### src/rtl/qtcore_seq_pkg.sv
// qtcore_seq_pkg: state encoding and sizing constants shared by the scan sequencer
package qtcore_seq_pkg;
  localparam int BYTE_W = 8;
  localparam int DEF_CHAIN_LEN = 152;
  localparam int DEF_RUN_LIMIT = 255;
  typedef enum logic [2:0] {
    ST_IDLE, ST_LD_WAIT, ST_LD_SHIFT, ST_RUN, ST_DP_SHIFT, ST_DP_WAIT, ST_DONE
  } state_t;
endpackage

### src/rtl/qtcore_byte_shifter.sv
// qtcore_byte_shifter: parallel-load MSB-first byte shifter with bit counter, shared by load and dump paths
module qtcore_byte_shifter
  import qtcore_seq_pkg::*;
(
  input  logic clk,
  input  logic rst,
  input  logic load,
  input  logic shift,
  input  logic sin,
  input  logic [BYTE_W-1:0] din,
  output logic [BYTE_W-1:0] q,
  output logic last_bit
);
  logic [2:0] cnt;
  assign last_bit = &cnt;
  always_ff @(posedge clk)
    if (rst) begin
      q <= '0;
      cnt <= '0;
    end else if (load) begin
      q <= din;
      cnt <= '0;
    end else if (shift) begin
      q <= {q[BYTE_W-2:0], sin};
      cnt <= cnt + 3'd1;
    end
endmodule

### src/rtl/qtcore_scan_sequencer.sv
// qtcore_scan_sequencer: scan load, run and optional chain readback (SCAN_READBACK_EN) sequencer for the qtcore
module qtcore_scan_sequencer
  import qtcore_seq_pkg::*;
#(
  parameter int CHAIN_LEN = DEF_CHAIN_LEN,
  parameter int RUN_LIMIT = DEF_RUN_LIMIT,
  parameter int CNT_W = 16
) (
  input  logic clk,
  input  logic rst,
  input  logic start,
  input  logic [BYTE_W-1:0] load_data,
  input  logic load_valid,
  output logic load_ready,
  output logic scan_enable,
  output logic scan_in,
  input  logic scan_out,
  output logic proc_en,
  input  logic halt,
  output logic [BYTE_W-1:0] dump_data,
  output logic dump_valid,
  input  logic dump_ready,
  output logic busy,
  output logic done,
  output logic timeout
);
`ifdef SCAN_READBACK_EN
  localparam state_t RUN_EXIT = ST_DP_SHIFT;
`else
  localparam state_t RUN_EXIT = ST_DONE;
`endif
  state_t state, state_n;
  logic [CNT_W-1:0] bitcnt, runcnt;
  logic [BYTE_W-1:0] q;
  logic last_bit, tmo_r, idle, wd_hit, run_end;
  assign idle = state == ST_IDLE || state == ST_DONE;
  assign wd_hit = runcnt == CNT_W'(RUN_LIMIT - 1);
  assign run_end = state == ST_RUN && (halt || wd_hit);
  assign load_ready = state == ST_LD_WAIT;
  assign scan_enable = state == ST_LD_SHIFT || state == ST_DP_SHIFT;
  assign scan_in = state == ST_LD_SHIFT ? q[BYTE_W-1] : state == ST_DP_SHIFT && scan_out;
  assign proc_en = state == ST_RUN;
  assign busy = !idle;
  assign done = state == ST_DONE;
  assign timeout = tmo_r;
`ifdef SCAN_READBACK_EN
  assign dump_valid = state == ST_DP_WAIT;
  assign dump_data = dump_valid ? q : '0;
`else
  logic unused_ok;
  assign dump_valid = 1'b0;
  assign dump_data = '0;
  assign unused_ok = ^{dump_ready, q[BYTE_W-2:0]};
`endif
  qtcore_byte_shifter u_shift (
    .clk(clk),
    .rst(rst),
    .load(load_ready && load_valid),
    .shift(scan_enable),
    .sin(scan_out),
    .din(load_data),
    .q(q),
    .last_bit(last_bit)
  );
  always_comb begin
    state_n = state;
    case (state)
      ST_IDLE, ST_DONE: state_n = start ? ST_LD_WAIT : state;
      ST_LD_WAIT: state_n = load_valid ? ST_LD_SHIFT : state;
      ST_LD_SHIFT: state_n = !last_bit ? state : bitcnt + CNT_W'(1) == CNT_W'(CHAIN_LEN) ? ST_RUN : ST_LD_WAIT;
      ST_RUN: state_n = run_end ? RUN_EXIT : state;
`ifdef SCAN_READBACK_EN
      ST_DP_SHIFT: state_n = last_bit ? ST_DP_WAIT : state;
      ST_DP_WAIT: state_n = !dump_ready ? state : bitcnt == CNT_W'(CHAIN_LEN) ? ST_DONE : ST_DP_SHIFT;
`endif
      default: state_n = ST_IDLE;
    endcase
  end
  always_ff @(posedge clk)
    if (rst) begin
      state <= ST_IDLE;
      bitcnt <= '0;
      runcnt <= '0;
      tmo_r <= 1'b0;
    end else begin
      state <= state_n;
      if (idle && start) begin
        bitcnt <= '0;
        runcnt <= '0;
        tmo_r <= 1'b0;
      end else if (scan_enable) begin
        bitcnt <= bitcnt + CNT_W'(1);
      end else if (proc_en) begin
        runcnt <= runcnt + CNT_W'(1);
        if (run_end) begin
          bitcnt <= '0;
          tmo_r <= !halt;
        end
      end
    end
endmodule

### config.mk
export PLATFORM = sky130hd
export DESIGN_NAME = qtcore_scan_sequencer
export DESIGN_NICKNAME = d
export VERILOG_FILES = /design/src/rtl/qtcore_seq_pkg.sv /design/src/rtl/qtcore_byte_shifter.sv /design/src/rtl/qtcore_scan_sequencer.sv
export SDC_FILE = /design/constraint.sdc
export NUM_CORES = 1
export LEC_CHECK = 0
export CORE_MARGIN = 3
export CORE_UTILIZATION = 59
export CTS_CLUSTER_SIZE = 28
export DETAILED_ROUTE_END_ITERATION = 8
export PLACE_DENSITY = 0.84
export SETUP_SLACK_MARGIN = 0.2
export SLEW_MARGIN = 20
export SYNTH_ARGS = -nofsm -noshare
export SYNTH_HDL_FRONTEND = slang
export SYNTH_SLANG_ARGS = --single-unit
### constraint.sdc
create_clock -name clk -period 5.7 [get_ports clk]
set_input_delay 0.855 -clock clk [delete_from_list [all_inputs] [get_ports clk]]
set_output_delay 0.855 -clock clk [all_outputs]
set_load 0.01 [all_outputs]
# ---- Word-level counts from Yosys, hierarchy flattened
# Index checks and enable logic that the tools add are counted.
dict set report totals {
  in_bits 15
  ff_bits 47
  wordCells 54
  output_inout_bits 16
}
dict set report op_classes {
  n_bitwise 1
  n_eq_ne 11
  n_reduce_logical 21
  mux 12
  n_addsub 3
}
# op n
set ops {}
lappend ops {{16-bit 2-to-1 mux} 3}
lappend ops {{16-bit by 1-bit adder with 16-bit output (second input constant)} 2}
lappend ops {{16-bit by 8-bit == test with 1-bit output (second input constant)} 2}
lappend ops {{8-bit 2-to-1 mux} 2}
lappend ops {{3-bit 2-to-1 mux} 4}
lappend ops {{3-bit case mux with 4 select lines} 1}
lappend ops {{3-bit by 2-bit == test with 1-bit output (second input constant)} 2}
lappend ops {{3-bit == test (second input constant)} 2}
lappend ops {{2-bit != test (second input constant)} 3}
lappend ops {{3-bit AND reduction} 2}
lappend ops {{2-bit nonzero test} 3}
lappend ops {{2-bit OR reduction} 3}
lappend ops {{1-bit logical AND} 4}
lappend ops {{2-bit AND reduction} 2}
lappend ops {{4-bit AND reduction} 1}
lappend ops {{3-bit by 1-bit adder with 3-bit output (second input constant)} 1}
lappend ops {{3-bit by 1-bit == test with 1-bit output (second input constant)} 1}
lappend ops {{3-bit logical NOT} 1}
lappend ops {{1-bit logical OR} 3}
lappend ops {{1-bit logical NOT} 2}
lappend ops {{2-bit 2-to-1 mux} 1}
lappend ops {{2-bit by 1-bit != test with 1-bit output (second input constant)} 1}
lappend ops {{1-bit 2-to-1 mux} 1}
lappend ops {{1-bit inverter} 1}

# ---- Depth between registers and ports, before layout
dict set report depth {
  ltp_word 6
  mapped_depth 8
  depth_no_buf 7
}

# ---- Modules after synthesis
# A second synthesis with hierarchy kept.
dict set report hier_totals {
  hier_cells 303
  hier_area_um2 2592.5
}
# module seq_area_each_um2 cells_each n_inst area_per_inst_um2
set by_module_without_submodules {}
lappend by_module_without_submodules {qtcore_scan_sequencer 720.7 256 1 2090.8}
lappend by_module_without_submodules {qtcore_byte_shifter 220.2 47 1 501.7}

# ---- Least setup slack after synthesis
# OpenSTA, ideal clock, no wires.
dict set report synth_timing {
  path_kind {reg2out}
  start {register state[1]}
  end {output port scan_enable}
  required_ps 4845
  arrival_time_ps 1191
  stages_incl_launch_ff 7
  slack_ps 3654
  path_buffers 3
  path_cell_list {dfxtp_1 -> buf_2 -> xor2_1 -> nand2b_1 -> clkbuf_1 -> inv_1 -> buf_2}
}
dict set report synth_via {
  elab_chain_len 2
  elab_cells_between_ends 3
  cone_classes {2 x eq/ne; 1 x reduce/logical}
}
# element line
set synth_lines {}
lappend synth_lines {{from (decl)} qtcore_scan_sequencer.sv:32} ;# state_t state, state_n;
lappend synth_lines {{from (signal assigned)} qtcore_scan_sequencer.sv:86} ;# state <= state_n;
lappend synth_lines {{3-bit by 2-bit == test with 1-bit output / 3-bit == test (equally long branches)} qtcore_scan_sequencer.sv:40} ;# assign scan_enable = state == ST_LD_SHIFT || state == ST_DP_SHIFT;
lappend synth_lines {{1-bit logical OR (*)} qtcore_scan_sequencer.sv:40}
lappend synth_lines {{to (decl)} qtcore_scan_sequencer.sv:15} ;# output logic scan_enable,
# Every way passes the cells marked *; elsewhere a longest branch is shown, timed or not.

# ---- Worst setup path after layout
# Same ends and word-level chain as after synthesis.

==> run summary <==
Post-synth EDFFs: 0
Drt first pass iters: 5
Worst-path clk slew: 90 ps
Clock sinks: 47
Run status: complete, no violations
WP data arrival: 3170 ps
Post-CTS Resized: 0
Hold Buf Count CTS: 0
Crit path depth: 4
Util after Layout: 67.9%
Pre-CTS setup slack: 2080 ps
Delay-heaviest family, CP: buffers and inverters
Initial core utilization: 62.0%
First-pass GRT wire length: 9230 um
Avg Inst Size Synth: 8.03 um^2
Critical Path, Cell by Cell: xor2_1 -> nand2b_1 -> inv_1 -> clkdlybuf4s50_1
Synth Register Bits: 47
# diodes: 0
CTS Buf Count: 5
Setup repair bufs after CTS: 0
Top-area cell type share of the netlist area: 37.4%
Vias in the first global route: 2076
Core area: 0.00406 mm^2
Critical Path Max Stage Delay: 850 ps
Routability Congestion: 0.836
FF-to-FF path depth: 5
Slew Limit Fails: 0
Die height: 71.3 um
Setup TNS: 0 ps
FP Rows: 23
Critical-path top delay cell: inv_1
Syn-to-layout area delta: 9.60%
Wire length per cell: 14.6 um
Max cap viols: 0
Post-layout nets: 341
Vias per Instance: 6.09
Post-Syn Area: 0.00251 mm^2
CP Launch Type: flop
Tmin final: 4020 ps
Prevailing post-synth register cell: dfxtp_1
Via count: 2265
Critical Setup Path Class: reg2out
Die width: 71.3 um
Final period util: 70.6%
Routed wire length: 5420 um
Hold Path Class: reg2reg
Worst rel slew slack: 32.7%
Maximum VDD drop: 0.165 mV
Top Ports: 31
DRC viols: 0
Fraction of layout cells with a size suffix above 1: 6.83%
Clock Root Buffer: clkbuf_8
Port Buffers: 20
Routed Antenna Nets: 0
Pleak: 0.960 nW
CP bufs+invs: 2
Critical Path End Type: output pin
Largest net degree at the start of global routing: 27
Tot Pwr: 0.748 mW
Worst Tran Pin Value: 1010 ps
Number of synthesis warnings: 0
CTS tree: yes
Finish-stage setup viols: 0
Hold Path Depth: 2
F_max: 0.249 GHz
Final Hold Viols: 0
Required time worst endpoint: 4850 ps
Setup Skew: 7.66 ps
Post-DP HPWL: 3690 um
Grt ovf: 0
Full die area: 0.00508 mm^2
Initial DRC count: 122
All-Layer GR Usage: 22.1%
Post-synth ARST share: 0%
H-tree depth: 2
Post-route setup slack: 1680 ps
PD cells: 271 mW/mm^2
Register area share after synthesis: 37.4%
Dominant cells by area after synthesis: dfxtp_1 (37%), nor2_1 (5.4%), nor3_1 (5.4%), nand2_1 (4.3%), xor2_1 (3.8%)
Post-synthesis cell type count: 52
Post-Synthesis Cells: 313
Leading area contributor after synthesis: dfxtp_1
Initial antenna violation count: 0
RSZ-0062 raised after global routing: false
CTS max path bufs: 2
CP max FO: 26
Worst skew pair latency: 310 ps
-- cell usage in the layout, fill, tap and decap left out, types with 6 or more instances in the layout --
| cell | Yosys | final |
|---|---|---|
| xor2_1 | 11 | 11 |
| conb_1 | 1 | 9 |
| o21ai_0 | 13 | 13 |
| nand3_1 | 6 | 6 |
| nand2_1 | 29 | 29 |
| a31oi_1 | 9 | 9 |
| dfxtp_1 | 47 | 47 |
| nor3_1 | 27 | 26 |
| nor2_1 | 36 | 36 |
| nand4_1 | 10 | 10 |
| o22ai_1 | 9 | 9 |
| xnor2_1 | 9 | 9 |
| inv_1 | 8 | 8 |
| clkdlybuf4s50_1 | 0 | 20 |
| a21oi_1 | 8 | 8 |
-- metrics by stage --
stage / instances / instance area, um^2 / hold WS [ps]
3_5_place_dp: 364 / 2660 / 497
3_3_place_gp: 364 / 2660 / 487
5_1_grt: 372 / 2760 / 518
2_1_floorplan: 321 / 2540 / 472
4_1_cts: 372 / 2750 / 509
6_report: 372 / 2760 / 511
-- final cells by class --
type | instances | area, um^2
clock buffers | 5 | 68.8
clock inverters | 3 | 20.0
fillers | 353 | 1300
inverters | 9 | 33.8
multi-input cells | 237 | 1420
flip-flops and latches | 47 | 941
well taps | 50 | 62.6
repair buffers | 21 | 208
-- cells by family after synthesis --
kind of cell | share of synthesized area [%]
flip-flops | 37.4
adder cells (fa/ha/maj) | 2.49
AND/OR/NAND/NOR | 28.1
buffers and inverters | 7.41
other | 0.149
XOR/XNOR | 6.97
multiplexers | 2.09
AO/OA/AOI/OAI | 15.4
-- power breakdown --
part / leakage, nW / internal (mW) / switching [mW]
Sequential: 0.380 / 0.351 / 0.0208
Combinational: 0.539 / 0.0716 / 0.104
Clock: 0.0402 / 0.0854 / 0.116
Total: 0.960 / 0.508 / 0.240
-- Yosys cell counts (3+ instances only) --
cell type  number
ha_1            5
mux2i_1         3
a311oi_1        4
clkbuf_1        8
dfxtp_1        47
nor2_1         36
xnor2_1         9
and3_1          5
buf_2           9
buf_4           9
o21ai_0        13
a31oi_1         9
o22ai_1         9
nand2_1        29
inv_1           8
a211oi_1        3
xor2_1         11
a21oi_1         8
nor3_1         27
nand4_1        10
nand2b_1        4
nor3b_1         3
nand3_1         6
-- final timing paths --
path / start / slack, ps / endpoint
max reg2reg: state[1] / 2900 / bitcnt[11]
min: timeout / 510 / timeout
min reg2reg: timeout / 510 / timeout
max: state[1] / 1680 / scan_enable
-- registers in the layout (all words and copies together) (netlist names) --
register and count:
u_shift.q 8, timeout 1, state 3, u_shift.cnt 3, runcnt 16, bitcnt 16
-- layer usage --
metal | share of wire (%) | routed length [um] | vias up | track usage, %
met2 | 48 | 2590 | 56 | 35.8
li1 | - | - | 1111 | -
met4 | 1.6 | 89 | 0 | 6.89
met3 | 3.7 | 201 | 11 | 4.21
met5 | 0 | 0 | - | 0
met1 | 47 | 2540 | 1087 | 29.8
-- worst register-to-register path, stage by stage (launching register included) --
cell      delay [ps]
dfxtp_1          560
xor2_1           220
nand2b_1         560
inv_1            850
o21ai_0          230
a311oi_1         290
No activity file was read; power rests on OpenSTA's default activity.
